==> src/rtl/vga_timing_gen.sv <==
// Raster timing generator: undelayed x/y counters plus sync and display flags delayed by SYNC_DELAY stages.
// Optional feature: define VGA_FRAME_COUNT_EN to add an 8-bit frame_count output.
module vga_timing_gen #(
    parameter int H_ACTIVE   = 640,
    parameter int H_FP       = 16,
    parameter int H_SYNC     = 96,
    parameter int H_BP       = 48,
    parameter int V_ACTIVE   = 480,
    parameter int V_FP       = 10,
    parameter int V_SYNC     = 2,
    parameter int V_BP       = 33,
    parameter bit SYNC_POL   = 1'b0,
    parameter int SYNC_DELAY = 1
) (
    input  logic       clk,
    input  logic       rst,
    output logic [9:0] x,
    output logic [9:0] y,
    output logic       line_start,
    output logic       frame_start,
    output logic       hsync,
    output logic       vsync,
    output logic       display_on
`ifdef VGA_FRAME_COUNT_EN
    ,
    output logic [7:0] frame_count
`endif
);

    localparam int H_TOTAL = H_ACTIVE + H_FP + H_SYNC + H_BP;
    localparam int V_TOTAL = V_ACTIVE + V_FP + V_SYNC + V_BP;

    localparam logic [9:0] H_LAST = 10'(H_TOTAL - 1);
    localparam logic [9:0] V_LAST = 10'(V_TOTAL - 1);

    // Decode bounds are 11 bits so an end value of exactly 1024 does not wrap to zero
    localparam logic [10:0] H_ACT_END    = 11'(H_ACTIVE);
    localparam logic [10:0] H_SYNC_START = 11'(H_ACTIVE + H_FP);
    localparam logic [10:0] H_SYNC_END   = 11'(H_ACTIVE + H_FP + H_SYNC);
    localparam logic [10:0] V_ACT_END    = 11'(V_ACTIVE);
    localparam logic [10:0] V_SYNC_START = 11'(V_ACTIVE + V_FP);
    localparam logic [10:0] V_SYNC_END   = 11'(V_ACTIVE + V_FP + V_SYNC);

    localparam logic [2:0] IDLE_FLAGS = {~SYNC_POL, ~SYNC_POL, 1'b0};

    logic       h_raw;
    logic       v_raw;
    logic       de_raw;
    logic [2:0] raw_flags;
    logic [2:0] out_flags;

    always_ff @(posedge clk) begin
        if (rst) begin
            x <= '0;
            y <= '0;
        end else if (x == H_LAST) begin
            x <= '0;
            y <= (y == V_LAST) ? '0 : y + 10'd1;
        end else begin
            x <= x + 10'd1;
        end
    end

    assign h_raw  = ({1'b0, x} >= H_SYNC_START) && ({1'b0, x} < H_SYNC_END);
    assign v_raw  = ({1'b0, y} >= V_SYNC_START) && ({1'b0, y} < V_SYNC_END);
    assign de_raw = ({1'b0, x} < H_ACT_END) && ({1'b0, y} < V_ACT_END);

    assign raw_flags = {SYNC_POL ? h_raw : ~h_raw,
                        SYNC_POL ? v_raw : ~v_raw,
                        de_raw};

    assign line_start  = (x == 10'd0);
    assign frame_start = (x == 10'd0) && (y == 10'd0);

    // Flags are delayed so they align with registered overlay outputs downstream
    generate
        if (SYNC_DELAY == 0) begin : g_no_delay
            assign out_flags = raw_flags;
        end else begin : g_delay
            logic [2:0] stage [SYNC_DELAY];

            always_ff @(posedge clk) begin
                if (rst) begin
                    for (int i = 0; i < SYNC_DELAY; i++) begin
                        stage[i] <= IDLE_FLAGS;
                    end
                end else begin
                    stage[0] <= raw_flags;
                    for (int i = 1; i < SYNC_DELAY; i++) begin
                        stage[i] <= stage[i-1];
                    end
                end
            end

            assign out_flags = stage[SYNC_DELAY-1];
        end
    endgenerate

    assign hsync      = out_flags[2];
    assign vsync      = out_flags[1];
    assign display_on = out_flags[0];

`ifdef VGA_FRAME_COUNT_EN
    // Advances on the edge that wraps the raster back to 0,0
    always_ff @(posedge clk) begin
        if (rst) begin
            frame_count <= '0;
        end else if ((x == H_LAST) && (y == V_LAST)) begin
            frame_count <= frame_count + 8'd1;
        end
    end
`endif

endmodule

==> config.mk <==
export PLATFORM = sky130hd
export DESIGN_NAME = vga_timing_gen
export DESIGN_NICKNAME = d
export VERILOG_FILES = /design/src/rtl/vga_timing_gen.sv
export SDC_FILE = /design/constraint.sdc
export NUM_CORES = 1
export LEC_CHECK = 0
export CELL_PAD_IN_SITES_DETAIL_PLACEMENT = 0
export CELL_PAD_IN_SITES_GLOBAL_PLACEMENT = 1
export CORE_ASPECT_RATIO = 0.9
export CORE_MARGIN = 1
export CORE_UTILIZATION = 32
export CTS_BUF_LIST = sky130_fd_sc_hd__clkbuf_8
export CTS_CLUSTER_DIAMETER = 50
export CTS_CLUSTER_SIZE = 25
export DETAILED_ROUTE_END_ITERATION = 16
export PLACE_DENSITY_LB_ADDON = 0.1
export SLEW_MARGIN = 30
export SYNTH_ARGS = -nofsm -noshare
export SYNTH_HDL_FRONTEND = slang
export SYNTH_SLANG_ARGS = --single-unit
export TNS_END_PERCENT = 100
==> constraint.sdc <==
create_clock -name clk -period 4.74 [get_ports clk]
set_input_delay 0.474 -clock clk [delete_from_list [all_inputs] [get_ports clk]]
set_output_delay 0.474 -clock clk [all_outputs]
set_load 0.01 [all_outputs]
==> impl_metrics.csv, run 1 <==
group,metric,value,unit
logic_synthesis,yosys.area.top_type_share,0.4121,
logic_synthesis,synth.avg_cell_area,8.595,sq um
route,first_iter_violations,53,
logic_synthesis,synth_fp_nets,137,
flow_run,drv_cap,0,
layout,drive_gt1_frac,0.05195,
global_route,grt_start_max_net_pins,14,
critical_path,worstPathRequired,4270,ps
global_route,grt_pass1_vias,929,
global_route,grt_usage,0.1466,
power_and_ir_drop,ir_drop,0.1598,mV
sta,final.setup.tns,0,ps
logic_synthesis,ys_seq_elements,23,
critical_path,crit_slowest_cell,"clkdlybuf4s50_1",
logic_synthesis,synth_commonest_cells,"dfxtp_1 (23), nor2_1 (20), xnor2_1 (9)",
logic_synthesis,synthArstFlopShare,0,
critical_path,critPathKind,"reg2out",
layout,post-route-util,0.4552,
logic_synthesis,synth_area,1117,sq um
route,vias_per_cell,4.852,
route,ant_nets,0,
critical_path,max_stage_delay,530,ps
critical_path,ff2ff_path_depth,5,
place,gp_congestion,0.7972,
clock_tree,insertion_delay,260,ps
place,hpwl,1.848,mm
power_and_ir_drop,leakagePower,0.5065,nW
sta,grt_setup_unrepaired,"no",
route,wl,2.488,mm
logic_synthesis,synth_ff_type,"dfxtp_1",
layout,multi_input_area,600.6,sq um
critical_path,worstPathArrival,2290,ps
critical_path,cp.depth,6,
sta,drv_slew,0,
logic_synthesis,yosys_warnings,0,
critical_path,cpLargestDelayFamily,"simple AND/OR/NAND/NOR gates",
clock_tree,cts-buffers-inserted,3,
worst_hold_path,hold_depth,1,
clock_tree,clk_pin_slew,80,ps
critical_path,cp_cell_sequence,"inv_1 -> ha_1 -> or4b_1 -> nor4_1 -> and4_1 -> clkdlybuf4s50_1",
route,wl_per_cell,12.69,um
clock_tree,cts_tree,"done",
floorplan,start_util,0.3507,
floorplan,die_area,3732,sq um
clock_tree,post-cts-setup-buffer-count,0,
logic_synthesis,yosysSeqAreaShare,0.4121,
logic_synthesis,post-synth-top-count-cell,"dfxtp_1",
sta,fmaxAchievable,361.8,MHz
layout,n_fill_cell,333,
logic_synthesis,synth_edf_count,0,
power_and_ir_drop,power.density_cell_area,237.2,nW/um^2
place,portBuffers,26,
sta,fin_crit_sh,0.5831,
route,route.detailed.drc,0,
layout,antenna_cells,0,
layout,final_cells,196,
clock_tree,htreeDepth,1,
worst_hold_path,hold_class,"reg2reg",
route,drt_pass1_iterations,4,
place,post-place-cells,192,
global_route,grt-ovfl-total,0,
floorplan,fp.dieH,58.06,um
clock_tree,cts_root_buf,"clkbuf_8",
clock_tree,clockBufferDepth,2,
layout,register_area,460.4,sq um
critical_path,cp-start-kind,"flop",
layout,stdcell_area,1450,sq um
logic_synthesis,synth.area.top_cells,"dfxtp_1 (41%), xnor2_1 (7.1%), nor2_1 (6.7%)",
layout,nNetsFinal,162,
critical_path,cp_max_fo,6,
power_and_ir_drop,total_power,0.3440,mW
floorplan,pin_count,27,
sta,setup-violations-final,0,
floorplan,coreArea,3186,sq um
logic_synthesis,syn-instance-count,130,
critical_path,critPathBufInv,2,
run_status,status,"finished clean",
sta,relSlewSlack,0.6260,
sta,hold_viol_final,0,
route,dr_total_vias,951,
clock_tree,cts_hold_buf,0,
logic_synthesis,yosysTopAreaCell,"dfxtp_1",
global_route,antenna_found_initial,0,
floorplan,num_rows,19,
global_route,grt_pass1_wl,4.305,mm
floorplan,die_w,64.29,um
sta,skew,4.352,ps
clock_tree,post_cts_resized,0,
sta,tightest_slew,556.7,ps
layout,areaGrowthSynthToFinish,29.79,%
critical_path,end_kind,"output port",
logic_synthesis,ys_types,27,
place,placed_cell_area,1404,sq um
clock_tree,cts_sinks,23,
sta,period_needed,2764,ps
metrics by stage:
stage / hold WS [ps] / setup WS, ps
6_report: 498.8 / 1976
4_1_cts: 506.1 / 1904
3_5_place_dp: 476.5 / 2212
2_1_floorplan: 488.0 / 2548
5_1_grt: 546.3 / 1743
3_3_place_gp: 464.2 / 2240
worst paths after layout:
check	from	to	slack (ps)
worst min register to register	x[0]	x[0]	500
worst max-delay path	x[0]	frame_start	1980
worst max register to register	x[0]	y[8]	2550
worst min-delay path	x[0]	x[0]	500
worst reg2reg max path, cell delays in order, from the launching register on:
cell     delay [ps]
dfxtp_1         410
ha_1            240
nand4_1         330
or4_4           650
or3_1           350
a21oi_1         140
layout by cell type, fill, tap and decap left out, types with 4 or more instances in the layout:
cell,n
nand2_1,4
inv_1,8
nor2_1,20
or3_1,4
clkdlybuf4s50_1,26
nand3_1,6
o21ai_0,4
xnor2_1,9
ha_1,5
nand4_1,7
and3_1,4
xor2_1,6
dfxtp_1,23
nor4_1,6
flip-flops by register name, summed over array words and instances (netlist names):
name           cells
y                 10
x                 10
g_delay.stage      3
power by group:
part / internal, mW / total, mW / switching (mW)
clock network: 0.0586 / 0.119 / 0.0601
logic: 0.0142 / 0.0264 / 0.0122
registers: 0.196 / 0.199 / 0.00325
total: 0.268 / 0.344 / 0.0756
cells by family (layout without fill, tap and decap cells):
kind of cell	Yosys count	after routing	synth area share
DFF	23	23	0.4121
adders and majority gates	5	5	0.05599
AOI/OAI and AO/OA	7	7	0.03360
buffers and inverters	14	38	0.05039
xor gates and xnor gates	15	15	0.1176
and+or+nand+nor	65	65	0.3214
muxes	1	1	0.008959
area by class of cell:
class,instances,share of cell area
clock inverters,1,0.003451
clock buffers,3,0.02847
flip-flops and latches,23,0.3175
inverters,8,0.02071
multi-input cells,93,0.4142
repair buffers,26,0.1795
well taps,42,0.03624
per-layer routing:
layer,wire [um],GRT usage,part of all wire,vias up
met1,1341,0.2108,0.54,428
li1,-,-,-,495
met3,138,0.04724,0.055,2
met4,11,0.01905,0.0044,0
met2,996,0.2180,0.40,26
met5,0,0,0,-
Note: power is estimated with default switching activity, not from simulation.
==> run 2: changes to the inputs <==
- clock period: 4.74 -> 2.36 ns (I/O delays scaled with it)
==> run 2 against run 1 <==
Effect of this change: clock power grew 110%; total power grew 110%; routed wire length increased by 6.6%; sequential power is 100% higher; cell area is 6.7% higher; largest cell class unchanged; highest routed layer unchanged.
==> impl_metrics.csv, run 2 (synthesis gave the netlist of run 1 again) <==
group,metric,value,unit
clock_tree,cts_hold_buf,0,
floorplan,pin_count,27,
place,portBuffers,26,
layout,drive_gt1_frac,0.1212,
place,post-place-ws,81.59,ps
clock_tree,cts_tree,"done",
layout,final_common_cell,"clkdlybuf4s50_1",
clock_tree,cts_root_buf,"clkbuf_8",
layout,final_cells,207,
sta,final.setup.tns,0,ps
global_route,grt_start_max_net_pins,13,
sta,fmaxAchievable,447.2,MHz
sta,fin_crit_sh,0.9475,
sta,setup-violations-final,0,
floorplan,fp.dieH,58.06,um
power_and_ir_drop,leakagePower,0.5730,nW
power_and_ir_drop,p_int,0.5437,mW
place,gp_congestion,0.8259,
clock_tree,clockBufferDepth,2,
power_and_ir_drop,p_switching,0.1651,mW
global_route,grt_pass1_vias,906,
layout,areaGrowthSynthToFinish,38.52,%
flow_run,drv_cap,0,
route,wl,2.651,mm
sta,hold_viol_final,0,
critical_path,cp-start-kind,"flop",
layout,antenna_cells,0,
route,dr_total_vias,998,
clock_tree,post_cts_resized,5,
route,first_iter_violations,52,
floorplan,die_area,3732,sq um
sta,relSlewSlack,0.7666,
clock_tree,htreeDepth,1,
run_status,status,"finished clean",
route,wl_per_cell,12.81,um
sta,worst_slack,123.9,ps
critical_path,end_kind,"output port",
floorplan,num_rows,19,
floorplan,coreArea,3186,sq um
route,ant_nets,0,
route,route.detailed.drc,0,
global_route,antenna_found_initial,0,
power_and_ir_drop,netSwitchingFraction,0.2329,
clock_tree,cts_sinks,23,
sta,skew,1.799,ps
sta,period_needed,2236,ps
global_route,grt-ovfl-total,0,
sta,tightest_slew,346.8,ps
floorplan,start_util,0.3507,
power_and_ir_drop,p_comb_frac,0.087,
route,drt_pass1_iterations,4,
clock_tree,clk_pin_slew,80,ps
place,hpwl,1.925,mm
clock_tree,cts-buffers-inserted,3,
worst_hold_path,hold_class,"reg2reg",
clock_tree,insertion_delay,270,ps
global_route,grt_pass1_wl,4.409,mm
sta,drv_slew,0,
sta,grt_setup_unrepaired,"no",
place,post-place-cells,203,
critical_path,worstPathArrival,2000,ps
power_and_ir_drop,power.density_cell_area,457.9,nW/um^2
layout,layout_common_cells,"clkdlybuf4s50_1 (24), dfxtp_1 (23), nor2_1 (20)",
layout,nNetsFinal,173,
clock_tree,post-cts-setup-buffer-count,0,
layout,reg.largest.list,"x: 10 flops, y: 10 flops, g_delay.stage: 3 flops",
critical_path,cp_max_fo,5,
floorplan,die_w,64.29,um
layout,n_fill_cell,329,
critical_path,worstPathRequired,2120,ps
layout,post-route-util,0.4859,
route,vias_per_cell,4.821,
global_route,grt_usage,0.1556,
power_and_ir_drop,clkPwrFrac,0.350,
critical_path,critPathKind,"reg2out",
power_and_ir_drop,power_frac_seq,0.563,
power_and_ir_drop,ir_drop,0.3170,mV
run 2: final cells by class:
type / instances / area [sq um] / share of cell area
inverters: 8 / 30.03 / 0.01940
clock buffers: 3 / 41.29 / 0.02668
well taps: 42 / 52.55 / 0.03395
repair buffers: 37 / 340.3 / 0.2199
multi-input cells: 93 / 619.3 / 0.4002
clock inverters: 1 / 3.754 / 0.002425
flip-flops and latches: 23 / 460.4 / 0.2975
run 2: power groups by stage:
stage / clock network, mW / registers [mW] / logic [mW]
2_1_floorplan: 0 / 0.410 / 0.0227
3_3_place_gp: 0 / 0.407 / 0.0604
3_5_place_dp: 0 / 0.408 / 0.0598
4_1_cts: 0.258 / 0.399 / 0.0623
5_1_grt: 0.275 / 0.400 / 0.0681
6_report: 0.248 / 0.399 / 0.0614
run 2: metal layers:
layer  global-route usage  share of wire
met5                    0              0
met4              0.05714          0.014
met3              0.02953          0.042
met2               0.2165           0.41
met1               0.2347           0.54
run 2: path summary, 6_finish.rpt:
| path | endpoint | slack, ps | depth (start not counted) | startpoint |
|---|---|---|---|---|
| worst max-delay path | frame_start | 120 | 6 | x[1] |
| worst min-delay path | x[0] | 540 | 2 | x[0] |
| worst max register to register | y[8] | 290 | 6 | x[0] |
| worst min register to register | x[0] | 540 | 2 | x[0] |
run 2: through the flow:
stage / instance area (sq um) / power (mW) / hold WS [ps]
floorplan: 1117 / 0.4329 / 308.4
global placement: 1486 / 0.4674 / 505.2
detailed placement: 1486 / 0.4673 / 518.9
CTS: 1548 / 0.7188 / 532.5
global route: 1548 / 0.7434 / 579.5
finish: 1548 / 0.7088 / 536.3
run 2: worst max-delay path, stage by stage (launching register included):
cell and delay [ps]:
dfxtp_1 350, inv_1 60, ha_1 130, or4b_4 470
nor4_4 250, and4_1 210, dlygate4sd2_1 260
==> run 3: changes to the inputs <==
- CORE_UTILIZATION: 32 -> 33
- SLEW_MARGIN: 30 -> not set
==> run 3 against run 2 <==
Effect of this change: non-clock buffer count unchanged; hold slack gained 4.1 ps; sequential share of layout area grew 0.057 points; critical path depth increased by 1; fmax is 1.3% lower; first-iteration DRC count shrank 69%; combinational power is 6.7% higher; clock skew increased by 2.5 ps; cell count stayed put; total power increased by 1.2%; largest power group unchanged; routed wire length up 0.94%; highest routed layer unchanged; worst setup slack lost 30 ps.
==> impl_metrics.csv, run 3 (synthesis gave the netlist of run 1 again) <==
group,metric,value,unit
critical_path,crit_slowest_cell,"or4b_4",
global_route,grt_start_max_net_pins,13,
critical_path,worstPathRequired,2120,ps
place,portBuffers,26,
critical_path,max_stage_delay,470,ps
layout,antenna_cells,0,
sta,hold_viol_final,0,
layout,reg.largest.list,"x: 10 flops, y: 10 flops, g_delay.stage: 3 flops",
floorplan,die_area,3623,sq um
sta,period_needed,2266,ps
global_route,antenna_found_initial,0,
global_route,grt_usage,0.1719,
power_and_ir_drop,clkPwrFrac,0.352,
clock_tree,clockBufferDepth,2,
clock_tree,cts_tree,"done",
route,top_layer,"met4",
power_and_ir_drop,ir_drop,0.2518,mV
clock_tree,clk_pin_slew,90,ps
route,route.detailed.drc,0,
sta,grt_setup_unrepaired,"no",
route,drt-met1-wl,1.369,mm
worst_hold_path,hp-start,"y[8]",
worst_hold_path,hold_depth,2,
route,wl,2.676,mm
floorplan,start_util,0.3561,
route,wl_met3,127,um
place,hpwl,1.993,mm
route,wl_per_cell,12.93,um
power_and_ir_drop,power.density_cell_area,462.8,nW/um^2
floorplan,pin_count,27,
power_and_ir_drop,p_comb_frac,0.091,
power_and_ir_drop,netSwitchingFraction,0.2375,
layout,multi_input_area,619.3,sq um
sta,relSlewSlack,0.7431,
sta,fin_crit_sh,0.9601,
layout,final_common_cell,"clkdlybuf4s50_1",
critical_path,critPathLaunch,"x[1]",
layout,n_fill_cell,322,
sta,setup-violations-final,0,
critical_path,critPathKind,"reg2out",
route,vias_per_cell,4.990,
clock_tree,cts_root_buf,"clkbuf_8",
floorplan,fp.dieH,57.20,um
layout,nNetsFinal,173,
flow_run,drv_cap,0,
critical_path,cp_max_fo,5,
sta,hold_ws,540.4,ps
global_route,grt_pass1_vias,987,
layout,layout_common_cells,"clkdlybuf4s50_1 (24), dfxtp_1 (22), nor2_1 (20)",
sta,fmaxAchievable,441.3,MHz
floorplan,die_w,63.34,um
place,post-place-ws,83.08,ps
power_and_ir_drop,total_power,0.7169,mW
critical_path,rr_startpoint,"x[5]",
critical_path,ff2ff_path_depth,5,
layout,register_area,461.7,sq um
place,gp_congestion,0.7828,
power_and_ir_drop,p_switching,0.1703,mW
layout,drive_gt1_frac,0.1273,
sta,final.setup.tns,0,ps
sta,drv_slew,0,
clock_tree,cts-buffers-inserted,3,
clock_tree,htreeDepth,1,
sta,skew,4.257,ps
route,wl_met2,1.125,mm
power_and_ir_drop,leakagePower,0.5733,nW
route,ant_nets,0,
worst_hold_path,min_to,"y[8]",
clock_tree,insertion_delay,270,ps
critical_path,cp-start-kind,"flop",
route,dr_total_vias,1033,
critical_path,end_kind,"output port",
global_route,grt_pass1_wl,4.733,mm
critical_path,r2r_setup_slack,240,ps
power_and_ir_drop,p_int,0.5467,mW
critical_path,cp_cell_sequence,"inv_1 -> ha_1 -> or4b_4 -> nor4_4 -> buf_4 -> and4_1 -> dlygate4sd2_1",
global_route,grt-ovfl-total,0,
run_status,status,"finished clean",
route,drt_pass1_iterations,4,
critical_path,worstPathArrival,2030,ps
route,first_iter_violations,16,
floorplan,num_rows,19,
power_and_ir_drop,power_frac_seq,0.557,
layout,areaGrowthSynthToFinish,38.63,%
sta,worst_slack,94.12,ps
worst_hold_path,hold_class,"reg2reg",
clock_tree,cts_hold_buf,0,
layout,post-route-util,0.4936,
sta,tightest_slew,381.8,ps
floorplan,coreArea,3138,sq um
critical_path,r2r_end,"y[8]",
clock_tree,cts_sinks,23,
==> run 3: through the flow <==
| step | area, sq um | std cells |
|---|---|---|
| 2_1_floorplan | 1117 | 130 |
| 3_3_place_gp | 1479 | 202 |
| 3_5_place_dp | 1479 | 202 |
| 4_1_cts | 1548 | 207 |
| 5_1_grt | 1549 | 207 |
| 6_report | 1549 | 207 |
==> run 3: worst max-delay path: cells and delay by family (launching register included) <==
kind | cells | cell delay (ps)
adders and majority gates | 1 | 120
buffers and inverters | 3 | 460
DFF | 1 | 350
and+or+nand+nor | 3 | 820
==> run 3: layout make-up <==
class	count	share of cell area
timing repair buffer	37	0.2197
clock buffer	3	0.02666
inverter	8	0.01939
tap	42	0.03393
multi-input combinational	93	0.3998
clock inverter	1	0.002423
sequential	23	0.2981
==> run 3: repair_timing <==
item	CTS	global route
endpoints found under the setup margin	2	1
buffers inserted	1	0
pin swaps	2	1
gates resized for setup	5	1
gates cloned	0	0
==> run 3: worst max-delay path by stage <==
stage / to / slack (ps) / depth (start not counted)
2_1_floorplan: y[8] / 350 / 5
3_3_place_gp: frame_start / 100 / 6
3_5_place_dp: frame_start / 80 / 6
4_1_cts: frame_start / 10 / 7
5_1_grt: frame_start / 20 / 7
6_report: frame_start / 90 / 7
==> run 3: routing by layer <==
metal / up-vias / GRT usage
li1: 519 / -
met4: 0 / 0.08766
met1: 479 / 0.2377
met5: - / 0
met3: 5 / 0.04000
met2: 30 / 0.2492
==> run 3: power by group through the flow <==
stage          clock network (mW)  registers (mW)  logic, mW
4_1_cts                     0.259           0.399     0.0668
6_report                    0.252           0.399     0.0655
2_1_floorplan                   0           0.410     0.0227
3_5_place_dp                    0           0.408     0.0604
3_3_place_gp                    0           0.407     0.0603
5_1_grt                     0.278           0.401     0.0720
